<file path="config.mk">
export PLATFORM = sky130hd
export DESIGN_NAME = fp_sqrt_pre_processing
export DESIGN_NICKNAME = d
export VERILOG_FILES = /design/src/rtl/fp_sqrt_pre_processing_pkg.sv /design/src/rtl/fp_sqrt_norm_lzc.sv /design/src/rtl/fp_sqrt_pre_processing.sv
export SDC_FILE = /design/constraint.sdc
export NUM_CORES = 1
export LEC_CHECK = 0
export ABC_AREA = 1
export CAP_MARGIN = 30
export CORE_UTILIZATION = 35
export CTS_BUF_LIST = sky130_fd_sc_hd__clkbuf_8
export CTS_CLUSTER_DIAMETER = 40
export DETAILED_ROUTE_END_ITERATION = 7
export HOLD_SLACK_MARGIN = 0.03
export PLACE_DENSITY = 0.66
export SKIP_CTS_REPAIR_TIMING = 1
export SYNTH_ARGS = -nofsm -noshare
export SYNTH_HDL_FRONTEND = slang
export SYNTH_HIERARCHICAL = 1
export SYNTH_SLANG_ARGS = --single-unit
</file>
<file path="constraint.sdc">
create_clock -name clk -period 6 [get_ports clk]
set_input_delay 0.9 -clock clk [delete_from_list [all_inputs] [get_ports clk]]
set_output_delay 0.9 -clock clk [all_outputs]
set_load 0.02 [all_outputs]
</file>
<file path="src/rtl/fp_sqrt_pre_processing_pkg.sv">
// Shared FP definitions for the square-root pre-processing stage.
// State list depends on FP_SQRT_SUBNORMAL_EN (adds the NORM state).
package fp_sqrt_pre_processing_pkg;

    localparam int FLEN        = 64;
    localparam int EXPO_WIDTH  = 11;
    localparam int FRAC_WIDTH  = 52;
    localparam int ID_WIDTH    = 4;
    localparam int DATA_WIDTH  = 2 * (FRAC_WIDTH + 3);
    localparam int EXP_CALC_W  = EXPO_WIDTH + 2;
    localparam int RAD_PAD     = DATA_WIDTH - (FRAC_WIDTH + 2);
    localparam int LZC_W       = $clog2(FRAC_WIDTH);

    localparam logic signed [EXP_CALC_W-1:0] BIAS_S = 13'sd1023;
    localparam logic [FLEN-1:0] CANON_NAN = 64'h7FF8_0000_0000_0000;

    localparam int FFLAG_NV = 4;
    localparam int FFLAG_DZ = 3;
    localparam int FFLAG_OF = 2;
    localparam int FFLAG_UF = 1;
    localparam int FFLAG_NX = 0;

    typedef struct packed {
        logic                  sign;
        logic [EXPO_WIDTH-1:0] expo;
        logic [FRAC_WIDTH-1:0] frac;
    } fp_operand_t;

    typedef struct packed {
        logic [DATA_WIDTH-1:0] radicand;
        logic [EXPO_WIDTH-1:0] expo;
    } launch_t;

    typedef enum logic [2:0] {
        ST_IDLE,
        ST_ISSUE,
        ST_WAIT,
        ST_SPECIAL,
        ST_DONE
`ifdef FP_SQRT_SUBNORMAL_EN
        , ST_NORM
`endif
    } fsm_state_t;

endpackage

</file>
<file path="src/rtl/fp_sqrt_norm_lzc.sv">
// Leading-zero counter for the subnormal fraction; result is only
// meaningful for a nonzero input.
module fp_sqrt_norm_lzc #(
    parameter int WIDTH = 52,
    parameter int CNT_W = $clog2(WIDTH)
) (
    input  logic [WIDTH-1:0] value,
    output logic [CNT_W-1:0] count
);

    always_comb begin
        count = '0;
        for (int i = 0; i < WIDTH; i++) begin
            if (value[i]) count = CNT_W'(WIDTH - 1 - i);
        end
    end

endmodule

</file>
<file path="src/rtl/fp_sqrt_pre_processing.sv">
// Square-root front end: classify, normalize, fix exponent parity, launch core.
// Define FP_SQRT_SUBNORMAL_EN to normalize subnormals instead of flushing to zero.
module fp_sqrt_pre_processing
    import fp_sqrt_pre_processing_pkg::*;
(
    input  logic                  clk,
    input  logic                  rst,
    input  logic                  in_valid,
    output logic                  in_ready,
    input  logic [FLEN-1:0]       rs1,
    input  logic [2:0]            rm,
    input  logic [ID_WIDTH-1:0]   id,
    output logic                  core_start,
    output logic [DATA_WIDTH-1:0] core_radicand,
    input  logic                  core_done,
    output logic                  out_valid,
    input  logic                  out_ack,
    output logic                  out_special,
    output logic [FLEN-1:0]       out_special_result,
    output logic [4:0]            out_fflags,
    output logic [EXPO_WIDTH-1:0] out_expo,
    output logic [2:0]            out_rm,
    output logic [ID_WIDTH-1:0]   out_id
);

    // Odd exponents borrow one bit into the significand so the halved exponent is exact.
    function automatic launch_t build_launch(input logic [FRAC_WIDTH:0] m,
                                             input logic signed [EXP_CALC_W-1:0] e);
        launch_t l;
        logic signed [EXP_CALC_W-1:0] e_even;
        if (e[0]) begin
            l.radicand = {m, 1'b0, {RAD_PAD{1'b0}}};
            e_even     = e - 13'sd1;
        end else begin
            l.radicand = {1'b0, m, {RAD_PAD{1'b0}}};
            e_even     = e;
        end
        l.expo = EXPO_WIDTH'((e_even >>> 1) + BIAS_S);
        return l;
    endfunction

    fsm_state_t state_q, state_d;
    fp_operand_t in_op;
    logic accept;
    logic special_c;
    logic [FLEN-1:0] result_c;
    logic [4:0] fflags_c;
    logic exp_max, exp_zero, frac_zero;
    logic signed [EXP_CALC_W-1:0] e_norm;
    launch_t launch_norm;

    logic [DATA_WIDTH-1:0] radicand_q;
    logic [EXPO_WIDTH-1:0] expo_q;
    logic                  special_q;
    logic [FLEN-1:0]       result_q;
    logic [4:0]            fflags_q;
    logic [2:0]            rm_q;
    logic [ID_WIDTH-1:0]   id_q;

    assign in_op     = fp_operand_t'(rs1);
    assign exp_max   = &in_op.expo;
    assign exp_zero  = ~|in_op.expo;
    assign frac_zero = ~|in_op.frac;
    assign accept    = in_valid & in_ready;

    assign e_norm      = $signed({2'b00, in_op.expo}) - BIAS_S;
    assign launch_norm = build_launch({1'b1, in_op.frac}, e_norm);

`ifdef FP_SQRT_SUBNORMAL_EN
    logic subnorm_c;
    logic [FRAC_WIDTH-1:0] frac_q;
    logic [LZC_W-1:0] lzc;
    logic [LZC_W:0] shamt;
    logic [FRAC_WIDTH:0] m_sub;
    logic signed [EXP_CALC_W-1:0] e_sub;
    launch_t launch_sub;

    fp_sqrt_norm_lzc #(.WIDTH(FRAC_WIDTH), .CNT_W(LZC_W)) u_lzc (
        .value (frac_q),
        .count (lzc)
    );

    // Shifting one past the leading one lands it on the hidden-bit position.
    assign shamt      = {1'b0, lzc} + 7'd1;
    assign m_sub      = {1'b0, frac_q} << shamt;
    assign e_sub      = -BIAS_S - $signed({{(EXP_CALC_W-LZC_W){1'b0}}, lzc});
    assign launch_sub = build_launch(m_sub, e_sub);
`endif

    always_comb begin
        special_c = 1'b0;
        result_c  = '0;
        fflags_c  = '0;
`ifdef FP_SQRT_SUBNORMAL_EN
        subnorm_c = 1'b0;
`endif
        if (exp_max) begin
            special_c = 1'b1;
            if (!frac_zero) begin
                result_c           = CANON_NAN;
                fflags_c[FFLAG_NV] = ~in_op.frac[FRAC_WIDTH-1];
            end else if (in_op.sign) begin
                result_c           = CANON_NAN;
                fflags_c[FFLAG_NV] = 1'b1;
            end else begin
                result_c = rs1;
            end
        end else if (exp_zero && frac_zero) begin
            special_c = 1'b1;
            result_c  = rs1;
`ifndef FP_SQRT_SUBNORMAL_EN
        end else if (exp_zero) begin
            special_c = 1'b1;
            result_c  = {in_op.sign, {(FLEN-1){1'b0}}};
`endif
        end else if (in_op.sign) begin
            special_c          = 1'b1;
            result_c           = CANON_NAN;
            fflags_c[FFLAG_NV] = 1'b1;
`ifdef FP_SQRT_SUBNORMAL_EN
        end else if (exp_zero) begin
            subnorm_c = 1'b1;
`endif
        end
    end

    always_comb begin
        state_d    = state_q;
        in_ready   = 1'b0;
        core_start = 1'b0;
        out_valid  = 1'b0;
        case (state_q)
            ST_IDLE: begin
                in_ready = 1'b1;
                if (in_valid) begin
                    if (special_c) state_d = ST_SPECIAL;
`ifdef FP_SQRT_SUBNORMAL_EN
                    else if (subnorm_c) state_d = ST_NORM;
`endif
                    else state_d = ST_ISSUE;
                end
            end
`ifdef FP_SQRT_SUBNORMAL_EN
            ST_NORM:    state_d = ST_ISSUE;
`endif
            ST_ISSUE: begin
                core_start = 1'b1;
                state_d    = ST_WAIT;
            end
            ST_WAIT:    if (core_done) state_d = ST_DONE;
            ST_SPECIAL: state_d = ST_DONE;
            ST_DONE: begin
                out_valid = 1'b1;
                if (out_ack) state_d = ST_IDLE;
            end
            default:    state_d = ST_IDLE;
        endcase
    end

    always_ff @(posedge clk or posedge rst) begin
        if (rst) begin
            state_q    <= ST_IDLE;
            radicand_q <= '0;
            expo_q     <= '0;
            special_q  <= 1'b0;
            result_q   <= '0;
            fflags_q   <= '0;
            rm_q       <= '0;
            id_q       <= '0;
`ifdef FP_SQRT_SUBNORMAL_EN
            frac_q     <= '0;
`endif
        end else begin
            state_q <= state_d;
            if (accept) begin
                rm_q      <= rm;
                id_q      <= id;
                special_q <= special_c;
                result_q  <= result_c;
                fflags_q  <= fflags_c;
                {radicand_q, expo_q} <= special_c ? '0 : launch_norm;
`ifdef FP_SQRT_SUBNORMAL_EN
                frac_q    <= in_op.frac;
`endif
            end
`ifdef FP_SQRT_SUBNORMAL_EN
            // Subnormal launch values replace the provisional ones from the accept cycle.
            if (state_q == ST_NORM) {radicand_q, expo_q} <= launch_sub;
`endif
        end
    end

    assign core_radicand      = radicand_q;
    assign out_special        = special_q;
    assign out_special_result = result_q;
    assign out_fflags         = fflags_q;
    assign out_expo           = expo_q;
    assign out_rm             = rm_q;
    assign out_id             = id_q;

endmodule

</file>
==> impl_metrics.py, run 1 <==
metrics = {
    "outcome": {
        "outcome": "completed",
    },
    "hold_path": {
        "hold_path.class": "flop to flop",
    },
    "sta": {
        "final_min_period_ns": 3.294,
        "final_hold_viol_count": 0,
        "slew_headroom_pct": 35.70,
        "timing.setup.tns_ns": 0,
        "setup_viol_count_final": 0,
        "fmaxAchievable_mhz": 303.6,
        "fin_worst_skew_ns": 0.007661,
        "period_share_pct": 54.90,
        "setup_repair_after_global_routing_missed_its_margin": "false",
        "drv_slew": 0,
        "timing_worst_slew_pin_value_ns": 0.9645,
        "finalHoldWorstSlack_ns": 0.4665,
    },
    "floorplan": {
        "die_width_um": 143.6,
        "die-area_um2": 20610,
        "initial_core_util_pct": 35.93,
        "floorplan.rows": 51,
        "core_area_um2": 19530,
        "die_y_um": 143.6,
        "ports_placed_on_the_boundary": 277,
    },
    "global_route": {
        "global_route.overflow_total": 0,
        "first_global_vias": 5232,
        "globalRouteTotalUtil_pct": 17.64,
        "grt_antenna_before_repair": 0,
        "grt_first_pass_wirelength_um": 27860,
        "grt_max_degree": 82,
    },
    "place": {
        "port_buffers": 216,
        "place.gp.congestion": 0.8562,
        "detailedPlacementHpwl_um": 13130,
    },
    "power": {
        "powerDensity_nw_per_um2": 385.7,
        "power.ir.vdd_worst_v": 0.0002682,
        "power_leakage_nw": 4.922,
        "overall_power_mw": 3.699,
    },
    "layout": {
        "most-common-layout-cells": "240 x nand2_1, 215 x clkdlybuf4s50_1, 141 x dfrtp_1",
        "insertedDiodeCount": 0,
        "post_route_cells_drive_above_1_share_pct": 7.603,
        "synthToLayoutAreaGrowth_pct": 36.69,
        "finalNetCount": 1105,
        "most_common_cell_after_layout_fill_and_taps_aside": "nand2_1",
    },
    "setup_path": {
        "r2r_slack_ns": 3.14,
        "cp-end-kind": "flop",
        "timing.critical_path.fanout_max": 35,
        "worst-endpoint-arrival_ns": 3.67,
        "setup.worst_path.class": "input pin to flop",
        "crit_path_start": "core_done",
        "worst_r2r_path_depth": 8,
        "endpoint": "out_expo[6]",
        "timing.rr.start": "state_q[1]",
        "r2r_end": "out_expo[6]",
        "critPathRequiredTime_ns": 6.37,
        "critPathLaunchType": "input pin",
    },
    "job": {
        "maxCapViolCount": 0,
    },
    "synthesis": {
        "synth-edff-count": 0,
        "yosys-mux-area-fraction_pct": 4.851,
        "synth_simple_gate_area_share_pct": 22.78,
        "avgSynthCellArea_um2": 8.576,
        "ys_dominant_reg_cell": "dfrtp_1",
        "synth_xor_area_share_pct": 0.6242,
        "synth_sequential_area_ratio_pct": 50.29,
        "main_combinational_cell_family_by_area_after_synthesis": "simple AND/OR/NAND/NOR gates",
        "synth.yosys.warnings": 6,
        "synth_largest_type_area_fraction_pct": 50.29,
        "synth_compound_area_share_pct": 6.849,
        "synth_adder_area_share_pct": 0.5350,
        "postSynthRegisterBits": 141,
        "synthArstFlopShare_pct": 100.0,
        "syn_area_um2": 7015,
        "synth_largest_area_cell": "dfrtp_1",
        "synth_area_leaders": "dfrtp_1 50%, nand2_1 13%, buf_4 7.0%",
        "synthesis.instances": 818,
        "synth_cell_type_count": 35,
    },
    "drt": {
        "wirelength_um": 17970,
        "vias": 5728,
        "first_iter_violations": 303,
        "ant_nets": 0,
        "detail_route.wl_per_cell_um": 13.78,
        "firstDrtPassIters": 7,
        "drc": 0,
        "detail_route.vias_per_cell": 4.393,
    },
    "cts": {
        "cts_inserted_buffers": 17,
        "clk_pin_slew_ns": 0.08,
        "cts_htree_levels": 4,
        "clock_insertion_delay_worst_skew_ns": 0.44,
        "tritoncts": "yes",
        "cts_root_buffer": "clkbuf_8",
        "cts_num_sinks": 141,
        "clock_tree.buffer_depth": 2,
    },
}
power breakdown:
part,switching (mW),internal [mW]
logic,0.961,0.632
registers,0.125,1.19
clock network,0.381,0.410
worst min path at each step:
stage,from,end,cells after the start,slack (ns)
floorplan,state_q[0],state_q[1],2,0.52
global route,out_special_result[28],out_special_result[28],2,0.49
detailed placement,out_special_result[28],out_special_result[28],2,0.45
CTS,out_special_result[28],out_special_result[28],2,0.47
finish,out_special_result[28],out_special_result[28],2,0.47
global placement,out_special_result[21],out_special_result[21],2,0.45
critical path, cell delays in order:
cell	delay [ns]
clkdlybuf4s50_1	0.46
or3_1	0.13
o211ai_1	0.12
nor2_2	0.57
nand3_2	0.73
buf_4	0.49
a21oi_1	0.15
a21o_1	0.09
Yosys cell counts, types with 6 or more instances:
library cell and number:
nand4_1 9, nand2_1 240, nand2_2 10, mux2i_1 34, buf_4 65, nor4_1 9, inv_2 6, o21ai_1 22
nand3_1 31, o21ai_0 62, inv_1 92, buf_2 20, dfrtp_1 141, nor2_1 27
metal layers:
| metal | track usage [%] | vias up | routed length [µm] |
|---|---|---|---|
| met5 | 0 | - | 0 |
| met4 | 5.823 | 0 | 237 |
| met3 | 3.799 | 17 | 1027 |
| met2 | 29.15 | 177 | 8884 |
| met1 | 22.88 | 2659 | 7825 |
| li1 | - | 2875 | - |
area by class of cell:
cell class | instances | area (µm²)
tap | 265 | 331.6
clock inverter | 15 | 172.7
clock buffer | 17 | 234.0
inverter | 99 | 380.4
fill | 1946 | 9937
timing repair buffer | 221 | 2217
multi-input combinational | 546 | 2725
sequential | 141 | 3528
sequential cells by signal, indices dropped and copies added, names as in the netlist:
register and cells:
state_q 3, core_radicand 54, out_special_result 64, out_id 4, out_special 1, out_fflags 1, out_rm 3, out_expo 11
through the flow:
stage	std cells	util [%]	cell area [µm²]	setup WS [ns]
floorplan	877	-	7237	1.319
CTS	1304	49.11	9589	2.725
global placement	1271	46.89	9155	2.292
detailed placement	1272	47.03	9183	2.257
global route	1304	49.11	9589	2.452
finish	1304	49.11	9589	2.706
logic make-up after synthesis:
family          count (synthesis)
compound gates                 93
xor+xnor                        5
fa+ha+maj                       3
buf+inv                       190
flops                         141
mux                            34
other cells                     1
simple gates                  351
(Power assumes the default switching activity.)
==> run 2, diff against run 1 <==
==> constraint.sdc (replaced) <==
create_clock -name clk -period 3.5 [get_ports clk]
set_input_delay 0.525 -clock clk [delete_from_list [all_inputs] [get_ports clk]]
set_output_delay 0.525 -clock clk [all_outputs]
set_load 0.02 [all_outputs]
==> run 2 against run 1 <==
Via count increased by 0.96%. Highest routed layer unchanged. Critical path depth is the same. Sequential cell count is the same. Clock-buffer cell count grew 1. First-iteration DRC count down 18%.
==> impl_metrics.py, run 2 (synthesized netlist as in run 1, its figures left out) <==
metrics = {
    "setup_path": {
        "setup.worst_path.class": "input pin to flop",
        "timing.critical_path.fanout_max": 9,
        "worst-endpoint-arrival_ns": 2.73,
        "cp-end-kind": "flop",
        "critPathLaunchType": "input pin",
        "critPathRequiredTime_ns": 3.79,
    },
    "floorplan": {
        "die_width_um": 143.6,
        "die_y_um": 143.6,
        "core_area_um2": 19530,
        "die-area_um2": 20610,
        "initial_core_util_pct": 35.93,
        "floorplan.rows": 51,
        "ports_placed_on_the_boundary": 277,
    },
    "drt": {
        "drc": 0,
        "ant_nets": 0,
        "wirelength_um": 17990,
        "first_iter_violations": 248,
        "detail_route.vias_per_cell": 4.425,
        "detail_route.wl_per_cell_um": 13.77,
        "firstDrtPassIters": 5,
        "vias": 5783,
    },
    "power": {
        "power_leakage_nw": 4.962,
        "overall_power_mw": 6.519,
        "powerDensity_nw_per_um2": 672.9,
        "power.ir.vdd_worst_v": 0.0004449,
    },
    "sta": {
        "period_share_pct": 69.79,
        "setup_repair_after_global_routing_missed_its_margin": "false",
        "final.setup.worst_slack_ns": 1.057,
        "slew_headroom_pct": 43.28,
        "timing_worst_slew_pin_value_ns": 0.8508,
        "setup_viol_count_final": 0,
        "fin_worst_skew_ns": 0.005222,
        "timing.setup.tns_ns": 0,
        "final_min_period_ns": 2.443,
        "final_hold_viol_count": 0,
        "fmaxAchievable_mhz": 409.4,
        "drv_slew": 0,
    },
    "layout": {
        "stdcell_count": 1307,
        "synthToLayoutAreaGrowth_pct": 38.10,
        "fillerInstances": 1926,
        "final_core_utilization_pct": 49.62,
        "finalNetCount": 1108,
        "most_common_cell_after_layout_fill_and_taps_aside": "nand2_1",
        "insertedDiodeCount": 0,
        "largest_register_ff_count": 64,
        "post_route_cells_drive_above_1_share_pct": 8.061,
        "most-common-layout-cells": "240 x nand2_1, 215 x clkdlybuf4s50_1, 141 x dfrtp_1",
    },
    "global_route": {
        "grt_antenna_before_repair": 0,
        "globalRouteTotalUtil_pct": 17.57,
        "first_global_vias": 5345,
        "global_route.overflow_total": 0,
        "grt_first_pass_wirelength_um": 27780,
        "grt_max_degree": 75,
    },
    "place": {
        "port_buffers": 216,
        "detailedPlacementHpwl_um": 13220,
        "pre_cts_ws_ns": 0.6309,
        "dpl.cell_count": 1275,
        "place.gp.congestion": 0.8514,
    },
    "hold_path": {
        "hold_path.class": "flop to flop",
    },
    "cts": {
        "cts_inserted_buffers": 17,
        "clock_insertion_delay_worst_skew_ns": 0.44,
        "cts_root_buffer": "clkbuf_8",
        "clk_pin_slew_ns": 0.08,
        "tritoncts": "yes",
        "cts_num_sinks": 141,
        "clock_tree.buffer_depth": 2,
        "cts_htree_levels": 4,
    },
    "outcome": {
        "outcome": "completed",
    },
    "job": {
        "maxCapViolCount": 0,
    },
}
## run 2: cell types whose count changed in the layout (fill, tap and decap cells not counted), moves of 2 or more
cell,change
inv_1,-2
buf_12,+4
inv_6,+2
clkinv_2,-2
## run 2: path summary, 6_finish.rpt
path	to	cells after the start	slack, ns	start
worst min-delay path	out_special_result[32]	2	0.47	out_special_result[32]
worst max-delay path	out_special_result[60]	8	1.06	rs1[53]
max in group asynchronous	out_expo[0]	3	2.10	rst
min in group asynchronous	out_special_result[48]	2	0.58	rst
worst min register to register	out_special_result[32]	2	0.47	out_special_result[32]
worst max register to register	core_radicand[78]	7	1.24	state_q[1]
## run 2: layout make-up
| class | count | area (µm²) | share of cell area, % |
|---|---|---|---|
| repair buffers | 224 | 2270 | 23.43 |
| clock buffers | 18 | 247.7 | 2.557 |
| inverters | 99 | 379.1 | 3.913 |
| multi-input cells | 546 | 2725 | 28.13 |
| flip-flops and latches | 141 | 3528 | 36.42 |
| well taps | 265 | 331.6 | 3.422 |
| clock inverters | 14 | 206.4 | 2.131 |
## run 2: per-stage QoR
| stage | cell area, µm² | hold WS, ns |
|---|---|---|
| floorplan | 7241 | 0.5226 |
| global placement | 9234 | 0.4475 |
| detailed placement | 9234 | 0.4509 |
| CTS | 9688 | 0.4722 |
| global route | 9688 | 0.4832 |
| finish | 9688 | 0.4665 |
## run 2: worst max-delay path: stages
cell	delay (ns)
clkdlybuf4s50_1	0.53
inv_1	0.17
ha_1	0.20
nand4_1	0.10
nor4_1	0.42
nor2_1	0.11
o21ai_1	0.55
nand2_1	0.13
## run 2: report_power, final
part           internal [mW]  switching (mW)  leakage [nW]
logic                   1.11            1.66          2.87
clock network          0.813           0.675         0.219
registers               2.04           0.221          1.87
total                   3.96            2.56          4.96
## run 2: metal layers
layer	GRT usage, %	vias to the layer above	wire [µm]
li1	-	2878	-
met1	21.96	2725	7912
met3	3.732	16	945
met5	0	-	0
met4	5.431	0	223
met2	30.22	164	8912
